[src/rtl/reaction_timer_display_if.sv]
// Control-side bundle for reaction_timer_display.
// The master drives the flags, and the slave (the display block) returns the count and the display pins.
interface reaction_timer_display_if;
    logic [1:0]  CounterFlag;
    logic        ErrorFlag;
    logic [15:0] time_bcd;
    logic        overflow;
    logic [3:0]  an;
    logic [7:0]  seg;

    modport master (
        output CounterFlag,
        output ErrorFlag,
        input  time_bcd,
        input  overflow,
        input  an,
        input  seg
    );

    modport slave (
        input  CounterFlag,
        input  ErrorFlag,
        output time_bcd,
        output overflow,
        output an,
        output seg
    );
endinterface

[src/rtl/reaction_timer_display.sv]
// Reaction-time BCD millisecond counter with a 4-digit multiplexed 7-segment driver.
// CounterFlag selects clear/hold/run. ErrorFlag replaces the readout with "F".
// Optional macro LEADING_ZERO_BLANK_EN blanks leading zeros on digits 3..1.
// Digit 3 keeps its dp lit while blanked.
module reaction_timer_display #(
    parameter int unsigned CLK_HZ  = 50_000_000,
    parameter int unsigned TICK_HZ = 1000,
    parameter int unsigned SCAN_HZ = 1000
) (
    input  logic                     clk_50M,
    input  logic                     rst_n,
    reaction_timer_display_if.slave  bus
);
    localparam int unsigned TICK_DIV = CLK_HZ / TICK_HZ;
    localparam int unsigned SCAN_DIV = CLK_HZ / SCAN_HZ;
    localparam int unsigned TICK_W   = (TICK_DIV > 1) ? $clog2(TICK_DIV) : 1;
    localparam int unsigned SCAN_W   = (SCAN_DIV > 1) ? $clog2(SCAN_DIV) : 1;
    localparam logic [TICK_W-1:0] TICK_LAST = TICK_W'(TICK_DIV - 1);
    localparam logic [SCAN_W-1:0] SCAN_LAST = SCAN_W'(SCAN_DIV - 1);

    typedef enum logic [1:0] {
        ST_IDLE = 2'd0,
        ST_RUN  = 2'd1,
        ST_HOLD = 2'd2
    } state_e;

    state_e             state_q, state_d;
    logic [15:0]        time_q, time_d;
    logic               ovf_q, ovf_d;
    logic [TICK_W-1:0]  presc_q, presc_d;
    logic [SCAN_W-1:0]  scan_cnt_q, scan_cnt_d;
    logic [1:0]         scan_idx_q, scan_idx_d;
    logic [3:0]         an_q, an_d;
    logic [7:0]         seg_q, seg_d;
    logic [3:0]         digit;
    logic [6:0]         glyph;

    // Add one in BCD. A digit at 9 wraps to 0 and carries into the next digit in the same cycle.
    function automatic logic [15:0] bcd_inc(input logic [15:0] v);
        logic [15:0] r;
        logic        carry;
        r     = v;
        carry = 1'b1;
        for (int i = 0; i < 4; i++) begin
            if (carry) begin
                if (v[i*4 +: 4] == 4'd9) begin
                    r[i*4 +: 4] = 4'd0;
                end else begin
                    r[i*4 +: 4] = v[i*4 +: 4] + 4'd1;
                    carry       = 1'b0;
                end
            end
        end
        return r;
    endfunction

    // Return active-low segments g..a for one BCD digit. Non-decimal values show blank.
    function automatic logic [6:0] seg7(input logic [3:0] d);
        case (d)
            4'd0:    return 7'h40;
            4'd1:    return 7'h79;
            4'd2:    return 7'h24;
            4'd3:    return 7'h30;
            4'd4:    return 7'h19;
            4'd5:    return 7'h12;
            4'd6:    return 7'h02;
            4'd7:    return 7'h78;
            4'd8:    return 7'h00;
            4'd9:    return 7'h10;
            default: return 7'h7F;
        endcase
    endfunction

    // Decode the counter mode. 11 acts as hold, and entering RUN always restarts from zero.
    always_comb begin
        state_d = state_q;
        time_d  = time_q;
        ovf_d   = ovf_q;
        presc_d = presc_q;
        case (bus.CounterFlag)
            2'b00: begin
                state_d = ST_IDLE;
                time_d  = 16'h0000;
                ovf_d   = 1'b0;
                presc_d = '0;
            end
            2'b10: begin
                if (state_q != ST_RUN) begin
                    state_d = ST_RUN;
                    time_d  = 16'h0000;
                    ovf_d   = 1'b0;
                    presc_d = '0;
                end else if (presc_q == TICK_LAST) begin
                    presc_d = '0;
                    if (time_q == 16'h9999) begin
                        ovf_d = 1'b1;
                    end else begin
                        time_d = bcd_inc(time_q);
                    end
                end else begin
                    presc_d = presc_q + TICK_W'(1);
                end
            end
            default: begin
                state_d = ST_HOLD;
            end
        endcase
    end

    // Free-running digit scan that walks from digit 3 down to digit 0 and then wraps to 3.
    always_comb begin
        scan_cnt_d = scan_cnt_q + SCAN_W'(1);
        scan_idx_d = scan_idx_q;
        if (scan_cnt_q == SCAN_LAST) begin
            scan_cnt_d = '0;
            scan_idx_d = scan_idx_q - 2'd1;
        end
    end

    // Build the anode and segment pattern for the digit currently selected.
    always_comb begin
        an_d  = ~(4'b0001 << scan_idx_q);
        digit = time_q[{scan_idx_q, 2'b00} +: 4];
        glyph = seg7(digit);
`ifdef LEADING_ZERO_BLANK_EN
        if ((scan_idx_q != 2'd0) && ((time_q >> {scan_idx_q, 2'b00}) == 16'd0)) begin
            glyph = 7'h7F;
        end
`endif
        seg_d = {(scan_idx_q != 2'd3), glyph};
        if (bus.ErrorFlag) begin
            seg_d = (scan_idx_q == 2'd3) ? 8'h8E : 8'hFF;
        end
    end

    // State and output registers.
    always_ff @(posedge clk_50M or negedge rst_n) begin
        if (!rst_n) begin
            state_q    <= ST_IDLE;
            time_q     <= 16'h0000;
            ovf_q      <= 1'b0;
            presc_q    <= '0;
            scan_cnt_q <= '0;
            scan_idx_q <= 2'd0;
            an_q       <= 4'b1111;
            seg_q      <= 8'hFF;
        end else begin
            state_q    <= state_d;
            time_q     <= time_d;
            ovf_q      <= ovf_d;
            presc_q    <= presc_d;
            scan_cnt_q <= scan_cnt_d;
            scan_idx_q <= scan_idx_d;
            an_q       <= an_d;
            seg_q      <= seg_d;
        end
    end

    assign bus.time_bcd = time_q;
    assign bus.overflow = ovf_q;
    assign bus.an       = an_q;
    assign bus.seg      = seg_q;

endmodule

[src/flat_wrapper.sv]
// flat-port wrapper written by rule: the top's interface ports become plain ports
module reaction_timer_display_flat 
#(
    parameter int unsigned CLK_HZ  = 50_000_000,
    parameter int unsigned TICK_HZ = 1000,
    parameter int unsigned SCAN_HZ = 1000
)
  (clk_50M, rst_n, bus_CounterFlag, bus_ErrorFlag, bus_time_bcd, bus_overflow, bus_an, bus_seg);
  reaction_timer_display_if bus_i ();
  input  logic clk_50M;
  input  logic rst_n;
  input wire logic [$bits(bus_i.CounterFlag)-1:0] bus_CounterFlag;
  input wire logic [$bits(bus_i.ErrorFlag)-1:0] bus_ErrorFlag;
  output wire logic [$bits(bus_i.time_bcd)-1:0] bus_time_bcd;
  output wire logic [$bits(bus_i.overflow)-1:0] bus_overflow;
  output wire logic [$bits(bus_i.an)-1:0] bus_an;
  output wire logic [$bits(bus_i.seg)-1:0] bus_seg;
  assign bus_i.CounterFlag = bus_CounterFlag;
  assign bus_i.ErrorFlag = bus_ErrorFlag;
  assign bus_time_bcd = bus_i.time_bcd;
  assign bus_overflow = bus_i.overflow;
  assign bus_an = bus_i.an;
  assign bus_seg = bus_i.seg;
  reaction_timer_display #(.CLK_HZ(CLK_HZ), .TICK_HZ(TICK_HZ), .SCAN_HZ(SCAN_HZ)) u_core (.clk_50M(clk_50M), .rst_n(rst_n), .bus(bus_i));
endmodule
[config.mk]
export PLATFORM = sky130hd
export DESIGN_NAME = reaction_timer_display_flat
export DESIGN_NICKNAME = d
export VERILOG_FILES = /design/src/rtl/reaction_timer_display_if.sv /design/src/rtl/reaction_timer_display.sv /design/src/flat_wrapper.sv
export SDC_FILE = /design/constraint.sdc
export NUM_CORES = 1
export LEC_CHECK = 0
export BUFFER_PORTS_ARGS = -buffer_cell sky130_fd_sc_hd__buf_2
export CORE_UTILIZATION = 44
export CTS_BUF_LIST = sky130_fd_sc_hd__clkbuf_16
export DETAILED_ROUTE_END_ITERATION = 8
export HOLD_SLACK_MARGIN = 0.08
export MAX_ROUTING_LAYER = met4
export SLEW_MARGIN = 40
export SYNTH_ARGS = -nofsm -noshare
export SYNTH_HDL_FRONTEND = slang
export SYNTH_SLANG_ARGS = --single-unit
[constraint.sdc]
create_clock -name clk_50M -period 5.8 [get_ports clk_50M]
set_clock_uncertainty 0.05 [all_clocks]
set_input_delay 0.58 -clock clk_50M [delete_from_list [all_inputs] [get_ports clk_50M]]
set_output_delay 0.58 -clock clk_50M [all_outputs]
set_load 0.005 [all_outputs]
==> impl_metrics.json, run 1 <==
{
  "hold_class": "in -> async",
  "antenna_found_initial": 0,
  "cpLargestDelayFamily": "multiplexers",
  "viasPerCell": 5.42,
  "cp.required_ns": 5.97,
  "wl_microns": 7100,
  "postLayoutCellArea_sq_um": 4110,
  "fin_nets": 401,
  "synth.largest_area_cell": "dfrtp_1",
  "r2r_setup_slack_ns": 3.64,
  "die_x_microns": 92.2,
  "numCtsBuffers": 9,
  "num_antenna_cells": 0,
  "critPathKind": "reg -> reg",
  "grt_max_degree": 66,
  "synth_area_per_cell_sq_um": 10.4,
  "synthTopCellsByArea": "dfrtp_1, dfstp_2, ha_1",
  "drt_iter0_drc": 78,
  "worst-path-buf-inv": 1,
  "max_freq_mhz": 463,
  "crit_slowest_cell": "mux4_2",
  "drt.antenna.violating_nets": 0,
  "status": "finished, final reports clean",
  "slowest_delay_ns": 0.63,
  "timing.hold.ws_ns": 0.279,
  "multi_input_area_sq_um": 1820,
  "io_buffers": 33,
  "worstMarginPinSlew_ns": 0.667,
  "initial_core_util_pct": 45.9,
  "clock_latency_ns": 0.33,
  "synth_ff_type": "dfrtp_1",
  "ys_seq_elements": 65,
  "cp-start-kind": "flip-flop",
  "cts_tree": "yes",
  "die_h_microns": 92.2,
  "crit_path_cell_trace": "mux4_2 > inv_1 > ha_1 > or2_0 > o21ai_0 > a221oi_1",
  "clkSinkCount": 65,
  "dp_hpwl_microns": 4770,
  "placed_cell_area_sq_um": 3840,
  "row_count": 32,
  "gp_congestion": 0.779,
  "regArea_sq_um": 1640,
  "track_usage_pct": 19.0,
  "synth_commonest_cells": "dfrtp_1, nor2_1, nand2_1, inv_1",
  "grt_pass1_wl_microns": 12100,
  "n_fill_cell": 723,
  "setup_viol": 0,
  "cts_setup_buffers": 0,
  "ios": 34,
  "synth_edf_count": 0,
  "netlist_instances": 343,
  "crit_arrival_ns": 2.33,
  "rsz0062_at_grt": "false",
  "drive_gt1_share_pct": 21.7,
  "setup-tns-final_ns": 0,
  "h-tree-depth": 3,
  "syn_area_sq_um": 3580,
  "post-route-drc-count": 0,
  "ys_types": 64,
  "avgRoutedWirePerCell_microns": 14.7,
  "drtPass1Iterations": 4,
  "slew_headroom_pct": 55.2,
  "grt_pass1_vias": 2516,
  "core_area_sq_um": 7810,
  "power_leakage_nw": 1.86,
  "min_period_ns": 2.16,
  "r2r_start": "u_core.scan_idx_q[1]",
  "hold_buffers": 0,
  "endpoint_kind": "flip-flop",
  "cts.clk_slew.worst_paths_ns": 0.06,
  "clock_path_buffers": 2,
  "max-vdd-ir-drop_mv": 0.249,
  "r2r_end": "u_core.bus.seg[0]",
  "p_total_w": 0.000964,
  "slew_violations": 0,
  "synth_top_area_share_pct": 37.0,
  "cap_violations": 0,
  "via_count": 2623,
  "area_growth_pct": 14.6,
  "cts_resized": 0,
  "synth.most_common_cell": "dfrtp_1",
  "finalCritPeriodShare_pct": 37.3,
  "hold_viol": 0,
  "die_area_sq_um": 8510,
  "synth_warnings": 0,
  "p_per_area_nw_per_um2": 235,
  "yosysSeqAreaShare_pct": 45.8,
  "reg2regPathDepth": 6,
  "cts_root_buf": "clkbuf_16",
  "worstPathMaxFanout": 9,
  "syn-num-nets": 367,
  "synth_async_sr_flop_share_pct": 100,
  "gr-total-overflow": 0
}
[per-layer routing]
| layer | share of wire [%] | track usage, % | wire (microns) | vias up |
|---|---|---|---|---|
| met1 | 49 | 24.7 | 3500 | 1283 |
| met5 | 0 | - | 0 | - |
| li1 | - | - | - | 1291 |
| met2 | 47 | 29.2 | 3310 | 41 |
| met3 | 2.9 | 4.73 | 207 | 8 |
| met4 | 1.1 | 6.25 | 80 | 0 |
[cells by family (layout without fill, tap and decap cells)]
family / count (synthesis) / after routing / share of synthesized area [%]
AO/OA/AOI/OAI: 55 / 55 / 10.1
XOR/XNOR: 27 / 27 / 6.60
adder cells (fa/ha/maj): 19 / 19 / 6.63
buffers and inverters: 31 / 70 / 3.84
flip-flops: 65 / 65 / 45.8
multiplexers: 9 / 9 / 3.95
AND/OR/NAND/NOR: 137 / 137 / 23.0
[per-stage QoR]
step	cells	setup slack (ns)	util, %
2_1_floorplan	343	3.87	-
3_3_place_gp	468	3.49	49.0
3_5_place_dp	468	3.41	49.1
4_1_cts	484	3.61	52.5
5_1_grt	484	3.48	52.6
6_report	484	3.64	52.6
[registers in the layout, summed over array words and instances (netlist names)]
name,count
u_core.scan_idx_q,2
u_core.bus.overflow,1
u_core.bus.time_bcd,16
u_core.bus.seg,8
u_core.state_q,2
u_core.bus.an,4
u_core.scan_cnt_q,16
u_core.presc_q,16
[placed cells by master, fill, tap and decap left out, types with 5 or more instances in the layout]
cell type and n:
a21oi_1 8, and3_1 5, buf_2 33, clkbuf_16 9
dfrtp_1 53, dfstp_2 12, ha_1 19, inv_1 22
nand2_1 23, nand3_1 19, nand4_1 9, nor2_1 36
o21ai_0 8, o21ai_1 9, o31ai_1 5, xnor2_1 13
xor2_1 14
[layout make-up]
class / count / share of cell area [%]
clock buffers: 9 / 5.49
clock inverters: 7 / 0.975
inverters: 20 / 1.83
multi-input cells: 247 / 44.3
flip-flops and latches: 65 / 40.0
well taps: 102 / 3.11
repair buffers: 34 / 4.30
[how the worst max path moves through the flow]
| stage | start | to | slack, ns | depth (start not counted) |
|---|---|---|---|---|
| 2_1_floorplan | u_core.scan_idx_q[1] | u_core.bus.seg[0] | 3.87 | 7 |
| 3_3_place_gp | bus_CounterFlag[0] | u_core.bus.time_bcd[7] | 3.49 | 6 |
| 3_5_place_dp | bus_CounterFlag[0] | u_core.bus.time_bcd[7] | 3.41 | 6 |
| 4_1_cts | u_core.scan_idx_q[1] | u_core.bus.seg[0] | 3.61 | 6 |
| 5_1_grt | u_core.scan_idx_q[1] | u_core.bus.seg[0] | 3.48 | 6 |
| 6_report | u_core.scan_idx_q[1] | u_core.bus.seg[0] | 3.64 | 6 |
[worst register-to-register path, delay by kind of cell (launching register included)]
family	cells	cell delay (ns)
adders and majority gates	1	0.15
buffers and inverters	1	0.13
AOI/OAI and AO/OA	2	0.40
DFF	1	0.58
muxes	1	0.63
and+or+nand+nor	1	0.12
[report_power, final]
part | internal [W] | total (W) | switching, W
registers | 0.000459 | 0.000460 | 0.00000104
clock network | 0.000284 | 0.000479 | 0.000196
logic | 0.00000648 | 0.0000248 | 0.0000183
Power figures use the tool's default switching activity.
==> inputs of run 2 (changes only) <==
==> constraint.sdc (replaced) <==
create_clock -name clk_50M -period 2.05 [get_ports clk_50M]
set_clock_uncertainty 0.05 [all_clocks]
set_input_delay 0.205 -clock clk_50M [delete_from_list [all_inputs] [get_ports clk_50M]]
set_output_delay 0.205 -clock clk_50M [all_outputs]
set_load 0.005 [all_outputs]
==> run 2 against run 1 <==
Routed wire length rose by 4.0%. Via count rose by 1.3%. Count of clock-buffer cells in the layout did not move. Total power rose to 3.1 times the previous value. Design area rose by 4.9%. Flip-flop and latch count did not move. Setup slack got worse by 3.5 ns. Critical path depth rose by 1. Clock power rose to 3.4 times the previous value. First-iteration DRC count rose by 65%. Combinational power rose to 3.3 times the previous value. Core utilization rose by 2.6 points. Largest power group unchanged.
==> impl_metrics.json, run 2 (synthesized netlist as in run 1, its figures left out) <==
{
  "grt_use_met3_pct": 5.89,
  "p_per_area_nw_per_um2": 699,
  "min_period_ns": 1.93,
  "cap_violations": 0,
  "antenna_found_initial": 0,
  "cts_root_buf": "clkbuf_16",
  "mostFrequentLayoutCell": "dfrtp_1",
  "n_fill_cell": 692,
  "crit_arrival_ns": 2.13,
  "cts_tree": "yes",
  "track_usage_pct": 19.6,
  "gp_congestion": 0.828,
  "startpoint": "u_core.bus.time_bcd[1]",
  "crit_end": "u_core.bus.time_bcd[3]",
  "row_count": 32,
  "slew_violations": 0,
  "setup_viol": 0,
  "viasPerCell": 5.29,
  "hold_viol": 0,
  "drt_iter0_drc": 129,
  "io_buffers": 33,
  "numCtsBuffers": 9,
  "cp-start-kind": "flip-flop",
  "die_x_microns": 92.2,
  "grtUsageMet2_pct": 29.5,
  "rsz0062_at_grt": "false",
  "initial_core_util_pct": 45.9,
  "gr-total-overflow": 0,
  "grt_pass1_wl_microns": 12600,
  "drt.antenna.violating_nets": 0,
  "avgRoutedWirePerCell_microns": 14.7,
  "num_antenna_cells": 0,
  "p_total_w": 0.00301,
  "r2r_setup_slack_ns": 0.12,
  "ios": 34,
  "power_leakage_nw": 1.97,
  "reg2regPathDepth": 7,
  "worstMarginPinSlew_ns": 0.501,
  "max_freq_mhz": 519,
  "cts_setup_buffers": 0,
  "clock_latency_ns": 0.33,
  "area_growth_pct": 20.1,
  "wl_microns": 7380,
  "finalCritPeriodShare_pct": 94.0,
  "mostFrequentLayoutCells": "dfrtp_1, nor2_1, buf_2",
  "drive_gt1_share_pct": 25.5,
  "fin_nets": 419,
  "drtPass1Iterations": 4,
  "endpoint_kind": "flip-flop",
  "cp.required_ns": 2.25,
  "dp_hpwl_microns": 5210,
  "worstPathMaxFanout": 8,
  "post-route-drc-count": 0,
  "grt_pass1_vias": 2594,
  "status": "finished, final reports clean",
  "die_area_sq_um": 8510,
  "hold_class": "in -> reg",
  "slew_headroom_pct": 66.3,
  "max-vdd-ir-drop_mv": 0.698,
  "die_h_microns": 92.2,
  "timing.hold.ws_ns": 0.114,
  "r2r_end": "u_core.bus.time_bcd[3]",
  "grt.busiest_layer": "met2",
  "use_met1_pct": 26.3,
  "clock_path_buffers": 2,
  "critPathKind": "reg -> reg",
  "clkSinkCount": 65,
  "grt_max_degree": 66,
  "r2r_start": "u_core.bus.time_bcd[1]",
  "core_area_sq_um": 7810,
  "h-tree-depth": 3,
  "setup-tns-final_ns": 0,
  "cts.clk_slew.worst_paths_ns": 0.05,
  "finish.utilization_pct": 55.1,
  "via_count": 2657
}
==> run 2: cell types whose count changed in the layout (fill, tap and decap cells not counted), sizes merged <==
cell         delta
clkinvlp        -2
clkinv          +1
buf            +17
bufinv          +2
dlygate4sd3     +1
inv             -1
==> run 2: power breakdown <==
part	internal, W	switching [W]	total (W)	leakage (nW)
combinational	0.0000266	0.0000547	0.0000814	0.973
sequential	0.00130	0.00000272	0.00130	0.847
clock	0.00106	0.000564	0.00163	0.153
total	0.00239	0.000621	0.00301	1.97
==> run 2: timing repair <==
action	4_1_cts	5_1_grt
setup endpoints to repair	0	2
hold buffers	1	0
hold endpoints to repair	53	0
resized for setup	0	2
==> run 2: per-layer routing <==
metal	up-vias	wire, microns	share of wire [%]
li1	1330	-	-
met2	39	3310	45
met4	0	65	0.88
met1	1282	3690	50
met3	6	310	4.2
met5	-	0	0
==> run 2: how the worst min path moves through the flow <==
| stage | from | endpoint | slack (ns) | cells past startpoint |
|---|---|---|---|---|
| floorplan | rst_n | u_core.bus.overflow | -0.14 | 0 |
| global placement | rst_n | u_core.bus.time_bcd[6] | 0.21 | 2 |
| detailed placement | rst_n | u_core.bus.time_bcd[6] | 0.21 | 2 |
| finish | bus_CounterFlag[1] | u_core.state_q[0] | 0.11 | 2 |
| CTS | bus_CounterFlag[1] | u_core.state_q[0] | 0.10 | 2 |
| global route | bus_CounterFlag[1] | u_core.state_q[0] | 0.11 | 2 |
==> run 2: area by class of cell <==
| cell class | instances | area, sq um | area share [%] |
|---|---|---|---|
| Clock inverter | 7 | 93.8 | 2.18 |
| Sequential cell | 65 | 1640 | 38.2 |
| Timing Repair Buffer | 52 | 323 | 7.50 |
| Inverter | 20 | 75.1 | 1.74 |
| Tap cell | 102 | 128 | 2.96 |
| Multi-Input combinational cell | 247 | 1820 | 42.2 |
| Clock buffer | 9 | 225 | 5.23 |
==> run 2: critical path, cell delays in order (launching register included) <==
cell	delay, ns
dfrtp_2	0.44
inv_1	0.07
ha_1	0.21
nand3b_4	0.15
or4_4	0.59
a21oi_4	0.19
o31ai_1	0.08
o21ai_1	0.08
==> run 2: metrics by stage <==
step                setup slack [ns]  instances  instance area, sq um
global placement               0.177        485                  3970
floorplan                      0.123        343                  3580
global route                  0.0172        502                  4310
finish                         0.123        502                  4310
CTS                            0.115        502                  4300
detailed placement             0.151        485                  3970
==> inputs of run 3 (changes only) <==
--- a/config.mk
+++ b/config.mk
@@ -11,6 +11,7 @@
 export DETAILED_ROUTE_END_ITERATION = 8
 export HOLD_SLACK_MARGIN = 0.08
 export MAX_ROUTING_LAYER = met4
+export PLACE_DENSITY = 0.72
 export SLEW_MARGIN = 40
 export SYNTH_ARGS = -nofsm -noshare
 export SYNTH_HDL_FRONTEND = slang
==> run 3 against run 2 <==
Setup slack worse by 0.0077 ns. Sequential power hardly changed. Non-clock buffer count is 4 lower. Routed wire length is 2.3% lower. Core utilization hardly changed. Highest routed layer unchanged. Clock power is 13% higher. Global-route usage hardly changed. Sequential share of layout area hardly changed.
==> impl_metrics.json, run 3 (synthesized netlist as in run 1, its figures left out) <==
{
  "wl_microns": 7210,
  "r2r_setup_slack_ns": 0.11,
  "ios": 34,
  "final-instance-count-excl-fill": 498,
  "drive_gt1_share_pct": 24.5,
  "wl_met2_microns": 3300,
  "io_buffers": 33,
  "die_h_microns": 92.2,
  "hold_class": "in -> reg",
  "numCtsBuffers": 9,
  "finalCritPeriodShare_pct": 94.4,
  "worstMarginPinSlew_ns": 0.524,
  "slew_violations": 0,
  "slowest_delay_ns": 0.58,
  "placedCellCount": 479,
  "post-route-drc-count": 0,
  "max-vdd-ir-drop_mv": 0.516,
  "worstPathMaxFanout": 8,
  "min_period_ns": 1.94,
  "cp.required_ns": 2.25,
  "clkSinkCount": 65,
  "r2r_start": "u_core.bus.time_bcd[1]",
  "p_per_area_nw_per_um2": 746,
  "setup_viol": 0,
  "die_area_sq_um": 8510,
  "max_freq_mhz": 517,
  "slew_headroom_pct": 64.8,
  "initial_core_util_pct": 45.9,
  "cts_tree": "yes",
  "worst-path-buf-inv": 1,
  "viasPerCell": 5.45,
  "area_growth_pct": 20.3,
  "place_ws_ns": 0.134,
  "crit_slowest_cell": "or4_4",
  "fin_nets": 415,
  "hold_depth": 2,
  "crit_end": "u_core.bus.time_bcd[3]",
  "clock_latency_ns": 0.33,
  "startpoint": "u_core.bus.time_bcd[1]",
  "antenna_found_initial": 0,
  "cap_violations": 0,
  "drt-met1-wl_microns": 3470,
  "track_usage_pct": 19.6,
  "reg2regPathDepth": 7,
  "drt.antenna.violating_nets": 0,
  "cts_root_buf": "clkbuf_16",
  "h-tree-depth": 3,
  "core_area_sq_um": 7810,
  "timing.hold.ws_ns": 0.118,
  "cp-start-kind": "flip-flop",
  "hold_viol": 0,
  "cts.clk_slew.worst_paths_ns": 0.05,
  "crit_path_cell_trace": "inv_1 > ha_1 > nand3b_4 > or4_4 > a21oi_2 > o31ai_1 > o21ai_1",
  "avgRoutedWirePerCell_microns": 14.5,
  "drtPass1Iterations": 4,
  "mostFrequentLayoutCells": "dfrtp_1, nor2_1, buf_2",
  "r2r_end": "u_core.bus.time_bcd[3]",
  "power_leakage_nw": 1.98,
  "grt_pass1_vias": 2613,
  "cpLargestDelayFamily": "simple AND/OR/NAND/NOR gates",
  "die_x_microns": 92.2,
  "grt_max_degree": 26,
  "met3RoutedLength_microns": 321,
  "gr-total-overflow": 0,
  "grt_pass1_wl_microns": 12600,
  "clock_path_buffers": 2,
  "row_count": 32,
  "via_count": 2714,
  "top_layer_used": "met4",
  "fin_ws_ns": 0.115,
  "cp.depth": 7,
  "gp_congestion": 0.926,
  "drt_iter0_drc": 127,
  "num_antenna_cells": 0,
  "status": "finished, final reports clean",
  "dp_hpwl_microns": 5190,
  "setup-tns-final_ns": 0,
  "crit_arrival_ns": 2.14,
  "endpoint_kind": "flip-flop",
  "rsz0062_at_grt": "false",
  "critPathKind": "reg -> reg",
  "mostFrequentLayoutCell": "dfrtp_1"
}
[run 3: cell count changes in the layout (fill, tap and decap cells not counted), sizes merged]
cell	change
inv	+1
clkinv	-2
buf	-5
dlygate4sd3	+1
bufinv	+2
clkinvlp	-1
[run 3: routing by layer]
layer / GRT usage (%) / up-vias
met3: 3.73 / 10
met4: 8.72 / 0
met1: 25.5 / 1310
li1: - / 1319
met5: - / -
met2: 29.7 / 75
[run 3: power by group]
part | switching, W | internal (W)
clock | 0.000533 | 0.00130
combinational | 0.0000540 | 0.0000236
sequential | 0.00000274 | 0.00130
[run 3: cell type report]
type / count / area (sq um)
inverter: 20 / 75.1
clock buffer: 9 / 225
tap: 102 / 128
multi-input combinational: 247 / 1820
fill: 693 / 3500
clock inverter: 7 / 136
timing repair buffer: 48 / 283
sequential: 65 / 1640
[run 3: repair_timing]
action,in CTS,in global routing
setup buffers,0,1
endpoints found under the hold margin,12,0
setup endpoints to repair,0,4
hold buffers,2,0
resized for setup,0,4
[run 3: worst min-delay path by stage]
stage / from / to
after floorplan: rst_n / u_core.bus.overflow
after global placement: rst_n / u_core.scan_cnt_q[10]
after detailed placement: rst_n / u_core.scan_cnt_q[10]
after CTS: bus_CounterFlag[1] / u_core.state_q[0]
after global routing: bus_CounterFlag[1] / u_core.state_q[0]
final: bus_CounterFlag[1] / u_core.state_q[0]
[run 3: metrics by stage]
step | total power [W] | util, % | cell area (sq um)
floorplan | 0.00135 | - | 3580
global placement | 0.00140 | 50.0 | 3900
detailed placement | 0.00140 | 50.0 | 3900
CTS | 0.00326 | 54.9 | 4290
global route | 0.00332 | 55.2 | 4310
finish | 0.00321 | 55.2 | 4310
